### src/rtl/rotabit_pkg.sv
// Shared defaults and helpers for the rotabit pattern path and its LED trail stage.
package rotabit_pkg;

  localparam int N_DEF  = 16;
  localparam int BW_DEF = 4;

  typedef logic [BW_DEF-1:0] level_t;

  // Full-brightness level for a given level width.
  function automatic int lvl_max(input int bw);
    return (32'sd1 << bw) - 32'sd1;
  endfunction

endpackage

### src/rtl/trail_cell.sv
// One LED of the comet trail: brightness level register with load/decay update
// and a registered PWM compare against the shared frame counter.
module trail_cell
  import rotabit_pkg::*;
#(
  parameter int BW = BW_DEF
) (
  input  logic          clk,
  input  logic          rst,
  input  logic          load,
  input  logic          decay_tick,
  input  logic [BW-1:0] pwm_cnt,
  output logic          led
);

  localparam logic [BW-1:0] LVL_MAX = BW'(lvl_max(BW));

  logic [BW-1:0] level_r;
  logic [BW-1:0] level_nxt_s;
  logic          led_r;

  // Load wins over decay; decay saturates at zero.
  always_comb begin
    level_nxt_s = level_r;
    if (load) begin
      level_nxt_s = LVL_MAX;
    end else if (decay_tick && (level_r != {BW{1'b0}})) begin
      level_nxt_s = level_r - {{(BW-1){1'b0}}, 1'b1};
    end else begin
      level_nxt_s = level_r;
    end
  end

  // Level register and PWM output flop.
  always_ff @(posedge clk or negedge rst) begin
    if (!rst) begin
      level_r <= {BW{1'b0}};
      led_r   <= 1'b0;
    end else begin
      level_r <= level_nxt_s;
      led_r   <= (pwm_cnt < level_r);
    end
  end

  assign led = led_r;

endmodule

### src/rtl/rotabit_trail_pwm.sv
// Comet-trail fader between the rotabit core and the LED pins: samples the
// pattern, owns the decay prescaler and PWM frame counter, and fans out to cells.
module rotabit_trail_pwm
  import rotabit_pkg::*;
#(
  parameter int N         = N_DEF,
  parameter int BW        = BW_DEF,
  parameter int DECAY_DIV = 1000
) (
  input  logic         clk,
  input  logic         rst,
  input  logic         en,
  input  logic [N-1:0] x_in,
  output logic [N-1:0] led,
  output logic         frame_tick
);

  localparam int            DW       = (DECAY_DIV > 1) ? $clog2(DECAY_DIV) : 1;
  localparam logic [DW-1:0] DIV_LAST = DW'(DECAY_DIV - 1);
  localparam logic [BW-1:0] PWM_LAST = BW'(lvl_max(BW) - 1);

  logic [N-1:0]  x_q_r;
  logic [DW-1:0] div_cnt_r;
  logic [BW-1:0] pwm_cnt_r;
  logic          frame_tick_r;
  logic          decay_tick_s;

  assign decay_tick_s = en && (div_cnt_r == DIV_LAST);

  // Pattern input register.
  always_ff @(posedge clk or negedge rst) begin
    if (!rst) begin
      x_q_r <= {N{1'b0}};
    end else begin
      x_q_r <= x_in;
    end
  end

  // Decay prescaler: runs only while enabled, otherwise holds its count.
  always_ff @(posedge clk or negedge rst) begin
    if (!rst) begin
      div_cnt_r <= {DW{1'b0}};
    end else if (en) begin
      if (decay_tick_s) begin
        div_cnt_r <= {DW{1'b0}};
      end else begin
        div_cnt_r <= div_cnt_r + {{(DW-1){1'b0}}, 1'b1};
      end
    end else begin
      div_cnt_r <= div_cnt_r;
    end
  end

  // PWM frame counter and wrap pulse, independent of en.
  always_ff @(posedge clk or negedge rst) begin
    if (!rst) begin
      pwm_cnt_r    <= {BW{1'b0}};
      frame_tick_r <= 1'b0;
    end else begin
      frame_tick_r <= (pwm_cnt_r == PWM_LAST);
      if (pwm_cnt_r == PWM_LAST) begin
        pwm_cnt_r <= {BW{1'b0}};
      end else begin
        pwm_cnt_r <= pwm_cnt_r + {{(BW-1){1'b0}}, 1'b1};
      end
    end
  end

  for (genvar i = 0; i < N; i++) begin : g_cell
    trail_cell #(
      .BW(BW)
    ) u_cell (
      .clk        (clk),
      .rst        (rst),
      .load       (x_q_r[i]),
      .decay_tick (decay_tick_s),
      .pwm_cnt    (pwm_cnt_r),
      .led        (led[i])
    );
  end

  assign frame_tick = frame_tick_r;

endmodule

### config.mk
export PLATFORM = sky130hd
export DESIGN_NAME = rotabit_trail_pwm
export DESIGN_NICKNAME = d
export VERILOG_FILES = /design/src/rtl/rotabit_pkg.sv /design/src/rtl/trail_cell.sv /design/src/rtl/rotabit_trail_pwm.sv
export SDC_FILE = /design/constraint.sdc
export NUM_CORES = 1
export LEC_CHECK = 0
export BUFFER_PORTS_ARGS = -buffer_cell sky130_fd_sc_hd__clkbuf_2
export CELL_PAD_IN_SITES_DETAIL_PLACEMENT = 1
export CELL_PAD_IN_SITES_GLOBAL_PLACEMENT = 1
export CORE_UTILIZATION = 49
export CTS_BUF_LIST = sky130_fd_sc_hd__clkbuf_16
export CTS_CLUSTER_SIZE = 14
export DETAILED_ROUTE_END_ITERATION = 6
export MAX_ROUTING_LAYER = met4
export PLACE_DENSITY_LB_ADDON = 0.1
export SYNTH_ARGS = -nofsm -noshare
export SYNTH_HDL_FRONTEND = slang
export SYNTH_SLANG_ARGS = --single-unit
### constraint.sdc
create_clock -name clk -period 2.45 [get_ports clk]
set_input_delay 0.3675 -clock clk [delete_from_list [all_inputs] [get_ports clk]]
set_output_delay 0.3675 -clock clk [all_outputs]
set_load 0.02 [all_outputs]
==> results.md <==
- Status: finished clean
- Slew at the pin with the worst max-slew slack: approximately 0.90 ns
- Worst clock skew: 0.007168 ns
- Core area: 0.01216 sq mm
- Critical path class: flop to flop
- Setup repair bufs after CTS: 0
- Multi-input gate area: 0.002954 sq mm
- Die area: between 0.01 and 0.015 sq mm
- Die X: about 110 um
- Async set or reset register ratio after synthesis: 100.0%
- Ant. Diodes: 0
- CP Data Required Time: roughly 2.7 ns
- Top-count cell post-synth: dfrtp_1
- PD cells: 533.5 mW/mm^2
- Max-cap violations: 0
- First-pass GRT wire length: about 23000 um
- Max-slew violations: 0
- Dpl hpwl: around 9000 um
- Die H: 114.3 um
- Pleak: between 0.003 and 0.004 uW
- H-tree depth: 3
- DRC Markers: 0
- # clock sinks: 111
- Worst Path Arrival: about 2.3 ns
- Cts repair resizes: 0
- Post-synth top flop: dfrtp_1
- I/O Buffers: 35
- Max frequency: ~500 MHz
- Number of global-route vias before repair: 4835
- Row count: 40
- Num CTS Buffers: 9
- Cell variety after synth: 42
- # fillers: 1382
- Top-area cell type share of the netlist area: around 45%
- Worst-skew pair later-pin latency: approximately 0.36 ns
- Final std cells w/o fill: 804
- Crit share post-route: 82.07%
- Largest cells by area after synthesis: dfrtp_1 45%, ha_1 13%, a21o_1 4.5%
- Max rail drop VDD: approximately 500 uV
- Count of nets after finishing: ~720
- TNS Setup: 0 ns
- Largest net degree at the start of global routing: roughly 110
- Crit start category: flop
- Initial DRC count: around 170
- IO Count: 36
- Via count: between 4000 and 5000
- Mean Syn Cell Area: just over 10 sq um
- Slew headroom: roughly two fifths
- Critical Path Sink Type: flop
- Clock Pin Slew Worst Setup and Hold Paths: 0.07 ns
- Commonest cells post-synth: 111 x dfrtp_1, 69 x inv_1, 65 x ha_1, 37 x a21o_1, 35 x nor2_1
- Layout cells sized above 1: between 10% and 20%
- R2R cell count: 4
- Effective utilization at floorplan: between 50% and 60%
- Initial antenna violation count: 0
- Post-CTS Hold Buffers: 0
- HP Class: primary input to async pin
- Max FO, Critical Path: 7
- DRT Pass-1 Iters: 4
- Post-synth top area cell: dfrtp_1
- Synth Instances: around 600
- DRT Wirelength: 13630 um
- CTS tree: yes
- RSZ-0062 raised after global routing: no
- Wire length per cell: between 15 and 20 um
- Flops & latches, synth: about 110
- Root Driver: clkbuf_16
- DRT antenna net count: 0
- Register area: approximately 0.0028 sq mm
- P&R area growth vs syn: 9.597%
- GRT Total Usage: 23.90%
- Mapped Nets: a little under 700
- Final setup fails: 0
- Sequential share of the synthesized area: between 40 and 50%
- Yosys warns: 0
- Global placement routability congestion: around 0.8
- Total gr overflow: 0
- Fin. Hold Viols: 0
- Tmin final: roughly 2.0 ns
- Post-DR vias/cell: approximately 5.6
- Area of the mapped netlist: just over 0.006 sq mm
- Clk buf depth: 2
- Inst Count DP: 789
- Number of synthesized flops with an enable pin: 0
==> cell families after synthesis <==
kind of cell	synth area share, %
xor gates and xnor gates	2.835
adders and majority gates	13.16
AOI/OAI and AO/OA	13.40
muxes	1.154
DFF	44.95
buffers and inverters	7.248
and+or+nand+nor	17.25
==> where the power goes <==
part	total [uW]	leakage [uW]	switching (uW)	internal [uW]
clock	1430	0.000139	651	776
sequential	1970	0.00108	77.7	1900
combinational	213	0.00246	123	90.4
==> layout make-up <==
| class | instances | area share (%) |
|---|---|---|
| multi-input combinational | 394 | 43.62 |
| sequential | 111 | 41.01 |
| timing repair buffer | 47 | 4.323 |
| inverter | 69 | 3.824 |
| clock buffer | 9 | 3.325 |
| tap | 168 | 3.104 |
| clock inverter | 6 | 0.7944 |
==> per-layer routing <==
layer | track usage, % | wire length [um] | up-vias
li1 | - | - | 2157
met1 | 28.19 | 6250 | 2281
met2 | 41.45 | 6839 | 46
met4 | 5.541 | 165 | 0
met5 | - | 0 | -
met3 | 5.506 | 370 | 15
==> placed cells by master (no fill, tap or decap), types with 3 or more instances in the layout <==
master	count
dfrtp_1	111
a21oi_1	28
buf_4	11
clkbuf_16	9
and3_1	7
a2111o_1	3
nand4_1	15
or3b_2	11
nor2_1	35
xnor2_1	19
a21o_1	37
mux2i_1	6
a31oi_1	5
nor3b_1	7
nand2_1	20
ha_1	65
o21ai_0	14
nand3_1	9
nor4_1	8
nand2b_1	33
a221o_1	5
a311o_1	4
or3b_1	4
inv_1	70
clkbuf_2	34
clkinv_1	3
or3_1	6
a211o_1	18
nor3_1	18
==> critical path, cell delays in order (launching register included) <==
cell	delay (ns)
dfrtp_1	0.43
nand4bb_1	0.46
a2111o_1	0.55
nor4_1	0.27
mux2i_1	0.23
==> sequential cells by signal, indices dropped and copies added, names as in the netlist <==
register / count
div_cnt_r: 10
g_cell.u_cell.level_r: 64
x_q_r: 16
g_cell.u_cell.led: 16
pwm_cnt_r: 4
frame_tick: 1
==> final timing paths <==
| path | slack, ns | start | end |
|---|---|---|---|
| max | 0.44 | div_cnt_r[3] | g_cell[0].u_cell.level_r[3] |
| min | 0.08 | rst | g_cell[8].u_cell.level_r[0] |
| max reg2reg | 0.44 | div_cnt_r[3] | g_cell[0].u_cell.level_r[3] |
| min reg2reg | 0.50 | g_cell[15].u_cell.level_r[1] | g_cell[15].u_cell.level_r[1] |
| max in group asynchronous | 1.89 | rst | g_cell[3].u_cell.level_r[3] |
| min in group clk | 0.11 | x_in[4] | x_q_r[4] |
==> per-stage QoR <==
stage                     hold slack [ns]  utilization (%)  worst slack [ns]  cell area [sq um]  power, uW
after floorplan                   0.07191                -            0.7029               6180       2116
after global placement             0.4698            53.40            0.5281               6494       2207
after detailed placement           0.4775            53.40            0.4568               6494       2226
after CTS                         0.09751            55.69            0.4302               6773       3676
after global routing              0.08663            55.69            0.3022               6773       3770
final                             0.08356            55.69            0.4392               6773       3614
Power figures use the tool's default switching activity.
